$ cat config.mk
export PLATFORM = sky130hd
export DESIGN_NAME = fetch_controller
export DESIGN_NICKNAME = d
export VERILOG_FILES = /design/src/rtl/rv_core_pkg.sv /design/src/rtl/fetch_queue.sv /design/src/rtl/fetch_controller.sv
export SDC_FILE = /design/constraint.sdc
export NUM_CORES = 1
export LEC_CHECK = 0
export CORE_MARGIN = 5
export CORE_UTILIZATION = 51
export DETAILED_ROUTE_END_ITERATION = 16
export MAX_ROUTING_LAYER = met4
export PLACE_DENSITY = 0.77
export SLEW_MARGIN = 10
export SYNTH_ARGS = -nofsm -noshare
export SYNTH_HDL_FRONTEND = slang
export SYNTH_SLANG_ARGS = --single-unit
$ cat constraint.sdc
create_clock -name clk_i -period 1.93 [get_ports clk_i]
set_input_delay 0.4825 -clock clk_i [delete_from_list [all_inputs] [get_ports clk_i]]
set_output_delay 0.4825 -clock clk_i [all_outputs]
set_load 0.005 [all_outputs]
$ cat src/rtl/rv_core_pkg.sv
// Shared RV32 core definitions: datapath width, reset PC, fetch FSM states
// and the fetch queue entry layout.
package rv_core_pkg;

   localparam int unsigned WIDTH_DATA        = 32;
   localparam logic [WIDTH_DATA-1:0] RESET_PC = 32'h0000_0000;

   // Fetch queue geometry; count spans 0..FETCH_QUEUE_DEPTH.
   localparam int unsigned FETCH_QUEUE_DEPTH = 2;
   localparam int unsigned FETCH_COUNT_W     = 2;

   typedef enum logic [1:0] {
      ST_IDLE  = 2'd0,
      ST_RUN   = 2'd1,
      ST_FAULT = 2'd2
   } fetch_state_e;

   typedef struct packed {
      logic [WIDTH_DATA-1:0] pc;
      logic [WIDTH_DATA-1:0] instr;
   } fetch_entry_t;

endpackage

$ cat src/rtl/fetch_queue.sv
// Two-entry synchronous FIFO between instruction fetch and decode.
// Ports:
//   clk_i, rst_n_i   clock, async active-low reset
//   push_i, data_i   write request and entry (ignored when full without pop)
//   pop_i            consume head (ignored when empty)
//   flush_i          discard all entries; overrides push/pop
//   head_o           entry at the head of the queue
//   count_o          number of valid entries (0..2)
module fetch_queue
   import rv_core_pkg::*;
#(
   parameter int unsigned WIDTH_ENTRY = 2 * rv_core_pkg::WIDTH_DATA
) (
   input  logic                     clk_i,
   input  logic                     rst_n_i,
   input  logic                     push_i,
   input  logic                     pop_i,
   input  logic                     flush_i,
   input  logic [WIDTH_ENTRY-1:0]   data_i,
   output logic [WIDTH_ENTRY-1:0]   head_o,
   output logic [FETCH_COUNT_W-1:0] count_o
);

   localparam int unsigned DEPTH = FETCH_QUEUE_DEPTH;

   logic [WIDTH_ENTRY-1:0]   mem_q [DEPTH];
   logic                     rd_ptr_q;
   logic                     wr_ptr_q;
   logic [FETCH_COUNT_W-1:0] count_q;
   logic                     push_ok;
   logic                     pop_ok;

   // A push into a full queue is legal only when the head leaves this cycle.
   assign pop_ok  = pop_i && (count_q != '0);
   assign push_ok = push_i && ((count_q < FETCH_COUNT_W'(DEPTH)) || pop_ok);

   // Storage, pointers and occupancy.
   always_ff @(posedge clk_i or negedge rst_n_i) begin
      if (!rst_n_i) begin
         for (int i = 0; i < int'(DEPTH); i++) begin
            mem_q[i] <= '0;
         end
         rd_ptr_q <= 1'b0;
         wr_ptr_q <= 1'b0;
         count_q  <= '0;
      end else if (flush_i) begin
         rd_ptr_q <= 1'b0;
         wr_ptr_q <= 1'b0;
         count_q  <= '0;
      end else begin
         if (push_ok) begin
            mem_q[wr_ptr_q] <= data_i;
            wr_ptr_q        <= ~wr_ptr_q;
         end
         if (pop_ok) begin
            rd_ptr_q <= ~rd_ptr_q;
         end
         case ({push_ok, pop_ok})
            2'b10:   count_q <= count_q + FETCH_COUNT_W'(1);
            2'b01:   count_q <= count_q - FETCH_COUNT_W'(1);
            default: count_q <= count_q;
         endcase
      end
   end

   assign head_o  = mem_q[rd_ptr_q];
   assign count_o = count_q;

endmodule

$ cat src/rtl/fetch_controller.sv
// Instruction fetch sequencer: owns the PC, addresses the combinational
// instruction memory, and buffers fetched words toward decode.
// Ports:
//   clk_i, rst_n_i           clock, async active-low reset
//   enable_i                 1 = fetch, 0 = hold (queued words still drain)
//   imem_addr_o              memory address, always the PC register
//   imem_instruction_i       same-cycle memory read data
//   redirect_i/redirect_pc_i one-cycle flush-and-restart request and target
//   fetch_valid_o/ready_i    valid/ready handshake toward decode
//   fetch_instr_o/fetch_pc_o head instruction and its PC
//   fault_o                  sticky misaligned-redirect fault
module fetch_controller
   import rv_core_pkg::*;
#(
   parameter int unsigned           WIDTH_DATA = rv_core_pkg::WIDTH_DATA,
   parameter logic [WIDTH_DATA-1:0] RESET_PC   = rv_core_pkg::RESET_PC
) (
   input  logic                  clk_i,
   input  logic                  rst_n_i,
   input  logic                  enable_i,
   output logic [WIDTH_DATA-1:0] imem_addr_o,
   input  logic [WIDTH_DATA-1:0] imem_instruction_i,
   input  logic                  redirect_i,
   input  logic [WIDTH_DATA-1:0] redirect_pc_i,
   output logic                  fetch_valid_o,
   input  logic                  fetch_ready_i,
   output logic [WIDTH_DATA-1:0] fetch_instr_o,
   output logic [WIDTH_DATA-1:0] fetch_pc_o,
   output logic                  fault_o
);

   localparam int unsigned WIDTH_ENTRY = 2 * WIDTH_DATA;

   fetch_state_e             state_q;
   fetch_state_e             state_d;
   logic [WIDTH_DATA-1:0]    pc_q;
   logic [WIDTH_DATA-1:0]    pc_d;
   logic                     push_c;
   logic                     pop_c;
   logic                     flush_c;
   logic                     redirect_ok_c;
   logic                     redirect_bad_c;
   logic                     room_c;
   logic [FETCH_COUNT_W-1:0] queue_count;
   logic [WIDTH_ENTRY-1:0]   queue_head;

   // Redirects are ignored once faulted; only reset leaves FAULT.
   assign redirect_ok_c  = redirect_i && (redirect_pc_i[1:0] == 2'b00) && (state_q != ST_FAULT);
   assign redirect_bad_c = redirect_i && (redirect_pc_i[1:0] != 2'b00) && (state_q != ST_FAULT);

   // Valid depends only on registers, so a ready that follows valid is loop-free.
   assign fetch_valid_o = (queue_count != '0) && (state_q != ST_FAULT);
   assign pop_c         = fetch_valid_o && fetch_ready_i;
   assign room_c        = (queue_count < FETCH_COUNT_W'(FETCH_QUEUE_DEPTH)) || pop_c;

   // State register.
   always_ff @(posedge clk_i or negedge rst_n_i) begin
      if (!rst_n_i) begin
         state_q <= ST_IDLE;
      end else begin
         state_q <= state_d;
      end
   end

   // Next state, PC update and queue control.
   always_comb begin
      state_d = state_q;
      pc_d    = pc_q;
      push_c  = 1'b0;
      flush_c = 1'b0;

      case (state_q)
         ST_IDLE: begin
            if (redirect_bad_c) begin
               state_d = ST_FAULT;
            end else if (enable_i) begin
               state_d = ST_RUN;
            end
         end
         ST_RUN: begin
            if (redirect_bad_c) begin
               state_d = ST_FAULT;
            end else if (!enable_i) begin
               state_d = ST_IDLE;
            end
         end
         ST_FAULT: begin
            state_d = ST_FAULT;
         end
         default: begin
            state_d = ST_IDLE;
         end
      endcase

      // Redirect beats push; a same-cycle pop still completes inside the queue.
      if (redirect_ok_c) begin
         flush_c = 1'b1;
         pc_d    = redirect_pc_i;
      end else if (redirect_bad_c) begin
         flush_c = 1'b1;
      end else if ((state_q == ST_RUN) && enable_i && room_c) begin
         push_c = 1'b1;
         pc_d   = pc_q + WIDTH_DATA'(4);
      end
   end

   // Program counter; wraps modulo 2^WIDTH_DATA.
   always_ff @(posedge clk_i or negedge rst_n_i) begin
      if (!rst_n_i) begin
         pc_q <= RESET_PC;
      end else begin
         pc_q <= pc_d;
      end
   end

   fetch_queue #(
      .WIDTH_ENTRY (WIDTH_ENTRY)
   ) u_fetch_queue (
      .clk_i   (clk_i),
      .rst_n_i (rst_n_i),
      .push_i  (push_c),
      .pop_i   (pop_c),
      .flush_i (flush_c),
      .data_i  ({pc_q, imem_instruction_i}),
      .head_o  (queue_head),
      .count_o (queue_count)
   );

   assign imem_addr_o   = pc_q;
   assign fetch_pc_o    = queue_head[WIDTH_ENTRY-1:WIDTH_DATA];
   assign fetch_instr_o = queue_head[WIDTH_DATA-1:0];
   assign fault_o       = (state_q == ST_FAULT);

endmodule

==> results_dict.tcl, run 1 <==
set metrics [dict create \
    port_buffers 166 \
    viasPerCell 5.73 \
    end_kind "primary output" \
    hold_ws_ns 0.500 \
    grtUsageTotal 0.251 \
    grt_overflow 0 \
    gp_congestion 0.882 \
    drt_iter0_drc 542 \
    status "complete, but fails checks" \
    synthTopCellsByCount "mux2_2 (190), dfrtp_1 (166), nand2_1 (34)" \
    ys_ff_latch 166 \
    synth_seq_area_share 0.547 \
    min_period_ns 2.37 \
    hold_path.class "flop to flop" \
    rows 44 \
    synth_cell_types 49 \
    synth_area_leaders "dfrtp_1 (55%), mux2_2 (28%), nand2_1 (1.7%), xor2_1 (1.5%), o21ai_0 (1.3%)" \
    cts_root_buf "clkbuf_16" \
    p_leak_nw 5.77 \
    max_stage_delay_ns 0.49 \
    final_max_slew_viol_count 0 \
    final_area_mm2 0.0118 \
    ys_warn_count 0 \
    register_area_mm2 0.00416 \
    slowest_stage "dfrtp_2" \
    grt_first_pass_wirelength_um 34100 \
    peakVddDrop_v 0.000808 \
    fin_setup_tns_ns -18.71 \
    die_height_um 132 \
    die_w_um 132 \
    rsz0062_at_grt "true" \
    dr.pass1.iters 6 \
    synth_top_area_share 0.547 \
    dp_hpwl_um 13200 \
    worst_skew_pair.late_latency_ns 0.44 \
    core_area_mm2 0.0146 \
    multi_input_area_mm2 0.00365 \
    worstPathRequired_ns 1.45 \
    worst_pin_slew_ns 0.424 \
    crit_type "flop to primary output" \
    die-area_mm2 0.0174 \
    wl_per_cell_um 21.7 \
    drv_cap 0 \
    power.total_mw 16.1 \
    path_cells "buf_12 > buf_12 > buf_16 > buf_6 > mux2_4 > buf_6" \
    antenna_found_initial 2 \
    finalHoldViolations 0 \
    syn-num-nets 647 \
    critPathTopFamily "buffers and inverters" \
    cts_buffers 17 \
    cts_tree "yes" \
    synth_top_area_cell "dfrtp_1" \
    fin_crit_sh 1.23 \
    area_growth_pct 55.0 \
    cp-start-kind "flop" \
    preCtsSetupSlack_ns -0.398 \
    num_vias 6101 \
    nFillCells 790 \
    cts_sinks 166 \
    slew_headroom 0.717 \
    ant_nets 0 \
    placed_area_mm2 0.00992 \
    worst_slack_ns -0.439 \
    arrival_ns 1.89 \
    cts_max_level 4 \
    synth_area_mm2 0.00759 \
    finalNetCount 936 \
    post-route-util 0.806 \
    start_util 0.520 \
    syn_avg_cell_area_um2 13.1 \
    power_density_mw_per_mm2 1370 \
    final_cell_count_no_fill 1065 \
    worst-path-buf-inv 5 \
    r2r_slack_ns -0.03 \
    clk_path_buf_depth 2 \
    route.detailed.drc 0 \
    synth_edf_count 0 \
    synthArstFlopShare 1.00 \
    clk_pin_slew_ns 0.07 \
    synth.most_common_cell "mux2_2" \
    dp_cells 957 \
    grt_start_max_net_pins 48 \
    fmax_mhz 422 \
    violations "negative setup slack" \
    cp_max_fo 6 \
    synth_flop_cell "dfrtp_1" \
    io-pin-count 167 \
    grt_pass1_vias 6339 \
    syn_inst 577 \
    drive_above_1_share 0.504 \
    finalSetupViolCount 65 \
    skew_ns 0.0116 \
    drt_wl_total_um 23100 \
]
routing by layer:
| layer | vias up | part of all wire | GRT usage |
|---|---|---|---|
| li1 | 2676 | - | - |
| met1 | 3087 | 0.40 | 0.322 |
| met2 | 290 | 0.50 | 0.394 |
| met3 | 48 | 0.078 | 0.0725 |
| met4 | 0 | 0.019 | 0.0629 |
| met5 | - | 0 | - |
where the power goes:
part           total [mW]  switching [mW]  leakage, nW  internal (mW)
Sequential           5.26           0.779         2.20           4.48
Combinational        7.47            2.74         3.29           4.72
Clock                3.42            1.40        0.289           2.02
Total                16.1            4.92         5.77           11.2
cell usage in the layout, fill, tap and decap left out, types with 4 or more instances in the layout:
master	n
dfrtp_1	158
mux2_2	121
clkdlybuf4s50_1	80
buf_4	75
mux2_4	71
buf_6	69
nand2_1	33
clkbuf_16	21
o21ai_0	18
dlymetal6s2s_1	17
nor2_1	15
buf_12	15
buf_2	15
a21oi_1	13
xor2_1	13
nand3_1	11
nand4_1	11
clkdlybuf4s15_1	9
dfrtp_2	8
clkinv_2	7
o211ai_1	6
dlygate4sd2_1	6
nor3_1	5
xnor2_1	4
and3_1	4
a211oi_1	4
buf_8	4
clkbuf_2	4
final timing paths:
| path | startpoint | end | cells past startpoint |
|---|---|---|---|
| worst max-delay path | u_fetch_queue.rd_ptr_q | fetch_instr_o[9] | 6 |
| worst min-delay path | u_fetch_queue.mem_q[54] | u_fetch_queue.mem_q[54] | 1 |
| worst max register to register | state_q[1] | imem_addr_o[11] | 7 |
| worst min register to register | u_fetch_queue.mem_q[54] | u_fetch_queue.mem_q[54] | 1 |
| max in group asynchronous | rst_n_i | imem_addr_o[4] | 3 |
| min in group asynchronous | rst_n_i | u_fetch_queue.mem_q[17] | 2 |
final cells by class:
type | count | share of cell area
Sequential cell | 166 | 0.354
Inverter | 1 | 0.000532
Clock buffer | 18 | 0.0365
Timing Repair Buffer | 301 | 0.265
Antenna cell | 2 | 0.000425
Multi-Input combinational cell | 379 | 0.311
Tap cell | 184 | 0.0196
Clock inverter | 14 | 0.0134
state kept, by name (all words and copies together) (netlist names):
name / flops
u_fetch_queue.count_o: 2
u_fetch_queue.rd_ptr_q: 1
u_fetch_queue.wr_ptr_q: 1
u_fetch_queue.mem_q: 128
imem_addr_o: 32
state_q: 2
repair_timing:
action                                  in CTS  in global routing
hold buffers                                 1                  0
pin swaps                                    0                  9
gates cloned                                 4                  7
buffers inserted                            43                 24
resized for setup                          302                130
endpoints found under the setup margin      84                210
hold endpoints to repair                    37                  0
kinds of logic (layout without fill, tap and decap cells):
kind of cell               count (synthesis)  count (layout)  share of synthesized area
DFF                                      166             166                      0.547
xor gates and xnor gates                  17              17                     0.0196
and+or+nand+nor                          113             113                     0.0825
AOI/OAI and AO/OA                         56              56                     0.0454
adders and majority gates                  1               1                    0.00165
buffers and inverters                     32             334                     0.0185
muxes                                    192             192                      0.285
other                                      0               2                          0
Power figures use the tool's default switching activity.
==> inputs of run 2 (changes only) <==
CELL_PAD_IN_SITES_DETAIL_PLACEMENT = 1   (was not set)
CELL_PAD_IN_SITES_GLOBAL_PLACEMENT = 1   (was not set)
CORE_UTILIZATION = 41   (was 51)
PLACE_DENSITY = 0.78   (was 0.77)
==> run 2 against run 1 <==
The run still ends with negative setup slack left. Worst setup slack gained 0.053 ns. Core utilization fell by 14 points. Clock skew is 0.00072 ns lower. Sequential cell count unchanged. Register-to-register slack lost 0.04 ns. Count of clock-buffer cells in the layout decreased by 1. Fmax increased by 2.3%. Sequential share of layout area fell by 1.0 points.
==> results_dict.tcl, run 2 (synthesized netlist as in run 1, its figures left out) <==
set metrics [dict create \
    status "complete, but fails checks" \
    violations "negative setup slack" \
    layout_commonest_cell "dfrtp_1" \
    fmax_mhz 432 \
    cts_max_level 4 \
    post-route-util 0.669 \
    drive_above_1_share 0.515 \
    clk_pin_slew_ns 0.07 \
    route.detailed.drc 0 \
    grt_first_pass_wirelength_um 40600 \
    cts_root_buf "clkbuf_16" \
    num_vias 6359 \
    intPower_mw 11.3 \
    port_buffers 166 \
    slew_headroom 0.631 \
    pwr-share-clk 0.223 \
    fin_setup_tns_ns -17.13 \
    rsz0062_at_grt "true" \
    cts_tree "yes" \
    grt_pass1_vias 6945 \
    dp_hpwl_um 15500 \
    clk_path_buf_depth 2 \
    worst_pin_slew_ns 0.553 \
    cp-start-kind "flop" \
    worst_skew_pair.late_latency_ns 0.44 \
    largest_reg_flops 128 \
    finalHoldViolations 0 \
    crit_path_frequent_cell "buf_6" \
    swShare 0.327 \
    gp_congestion 0.843 \
    drt_wl_total_um 30600 \
    finalSetupViolCount 103 \
    antenna_found_initial 0 \
    fin_crit_sh 1.20 \
    drv_cap 0 \
    grtUsageTotal 0.250 \
    worstPathRequired_ns 1.45 \
    die_w_um 146 \
    hold_path.class "input port to flop" \
    final_cell_mix "dfrtp_1 (161), mux2_2 (131), buf_4 (81), clkdlybuf4s50_1 (74)" \
    path_cells "buf_6 > buf_12 > buf_16 > buf_6 > mux2_4 > buf_6" \
    start_util 0.420 \
    area_growth_pct 59.5 \
    dr.pass1.iters 5 \
    ant_nets 0 \
    min_period_ns 2.32 \
    drt_iter0_drc 375 \
    peakVddDrop_v 0.000750 \
    rows 49 \
    viasPerCell 5.68 \
    cp_max_fo 6 \
    cts_sinks 166 \
    combPwrFrac 0.465 \
    die-area_mm2 0.0213 \
    slowest_stage "dfrtp_2" \
    skew_ns 0.0109 \
    worst_slack_ns -0.385 \
    arrival_ns 1.83 \
    p_leak_nw 5.88 \
    grt_overflow 0 \
    power.total_mw 16.8 \
    io-pin-count 167 \
    hold_ws_ns 0.437 \
    die_height_um 146 \
    final_max_slew_viol_count 0 \
    cts_buffers 17 \
    top_register "u_fetch_queue.mem_q" \
    max_stage_delay_ns 0.44 \
    nFillCells 1716 \
    wl_per_cell_um 27.3 \
    end_kind "primary output" \
    crit_type "flop to primary output" \
    core_area_mm2 0.0181 \
    antennaDiodeCount 0 \
    pwr-share-seq 0.312 \
    power_density_mw_per_mm2 1390 \
    finalNetCount 947 \
    power.switching_mw 5.51 \
    preCtsSetupSlack_ns -0.463 \
    grt_start_max_net_pins 65 \
]
## run 2: final timing paths
check	startpoint	end	slack [ns]	depth (start not counted)
hold reg to reg	u_fetch_queue.mem_q[27]	u_fetch_queue.mem_q[27]	0.51	1
max in group asynchronous	rst_n_i	imem_addr_o[29]	0.79	3
min in group asynchronous	rst_n_i	u_fetch_queue.mem_q[1]	0.49	2
setup reg to reg	imem_addr_o[4]	imem_addr_o[29]	-0.07	8
hold / removal	enable_i	state_q[0]	0.44	2
setup / recovery	u_fetch_queue.rd_ptr_q	fetch_pc_o[8]	-0.39	6
## run 2: through the flow
step	instance area, µm²	std cells
after floorplan	7590	577
after global placement	10000	1006
after detailed placement	10000	1006
after CTS	11400	1083
after global routing	12100	1119
final	12100	1119
## run 2: worst max-delay path, delay by kind of cell, from the launching register on
kind / cells / cell delay, ns
buffers and inverters: 5 / 0.66
muxes: 1 / 0.30
DFF: 1 / 0.44
## run 2: metal layers
layer | up-vias | wire (µm) | track usage
li1 | 2700 | - | -
met1 | 3336 | 12500 | 0.304
met2 | 261 | 15800 | 0.423
met3 | 62 | 1620 | 0.0480
met4 | 0 | 707 | 0.0786
met5 | - | 0 | -
## run 2: power groups by stage
stage               sequential [mW]  clock (mW)  combinational [mW]
detailed placement             5.17           0                5.73
floorplan                      5.18           0                2.25
finish                         5.24        3.75                7.82
CTS                            5.13        3.76                7.04
global route                   5.34        3.96                8.20
global placement               5.07           0                5.53
## run 2: layout make-up
| type | instances | area (µm²) | area share |
|---|---|---|---|
| clock inverters | 15 | 213 | 0.0176 |
| inverters | 1 | 3.75 | 0.000310 |
| well taps | 229 | 287 | 0.0237 |
| multi-input cells | 380 | 3680 | 0.304 |
| clock buffers | 17 | 425 | 0.0351 |
| repair buffers | 311 | 3330 | 0.275 |
| flip-flops and latches | 166 | 4160 | 0.344 |
## run 2: what timing repair did
item	CTS	global route
hold buffers	1	0
setup endpoints to repair	107	220
pin swaps	5	13
resized for setup	332	99
setup buffers	36	24
endpoints found under the hold margin	24	0
gates cloned	8	14
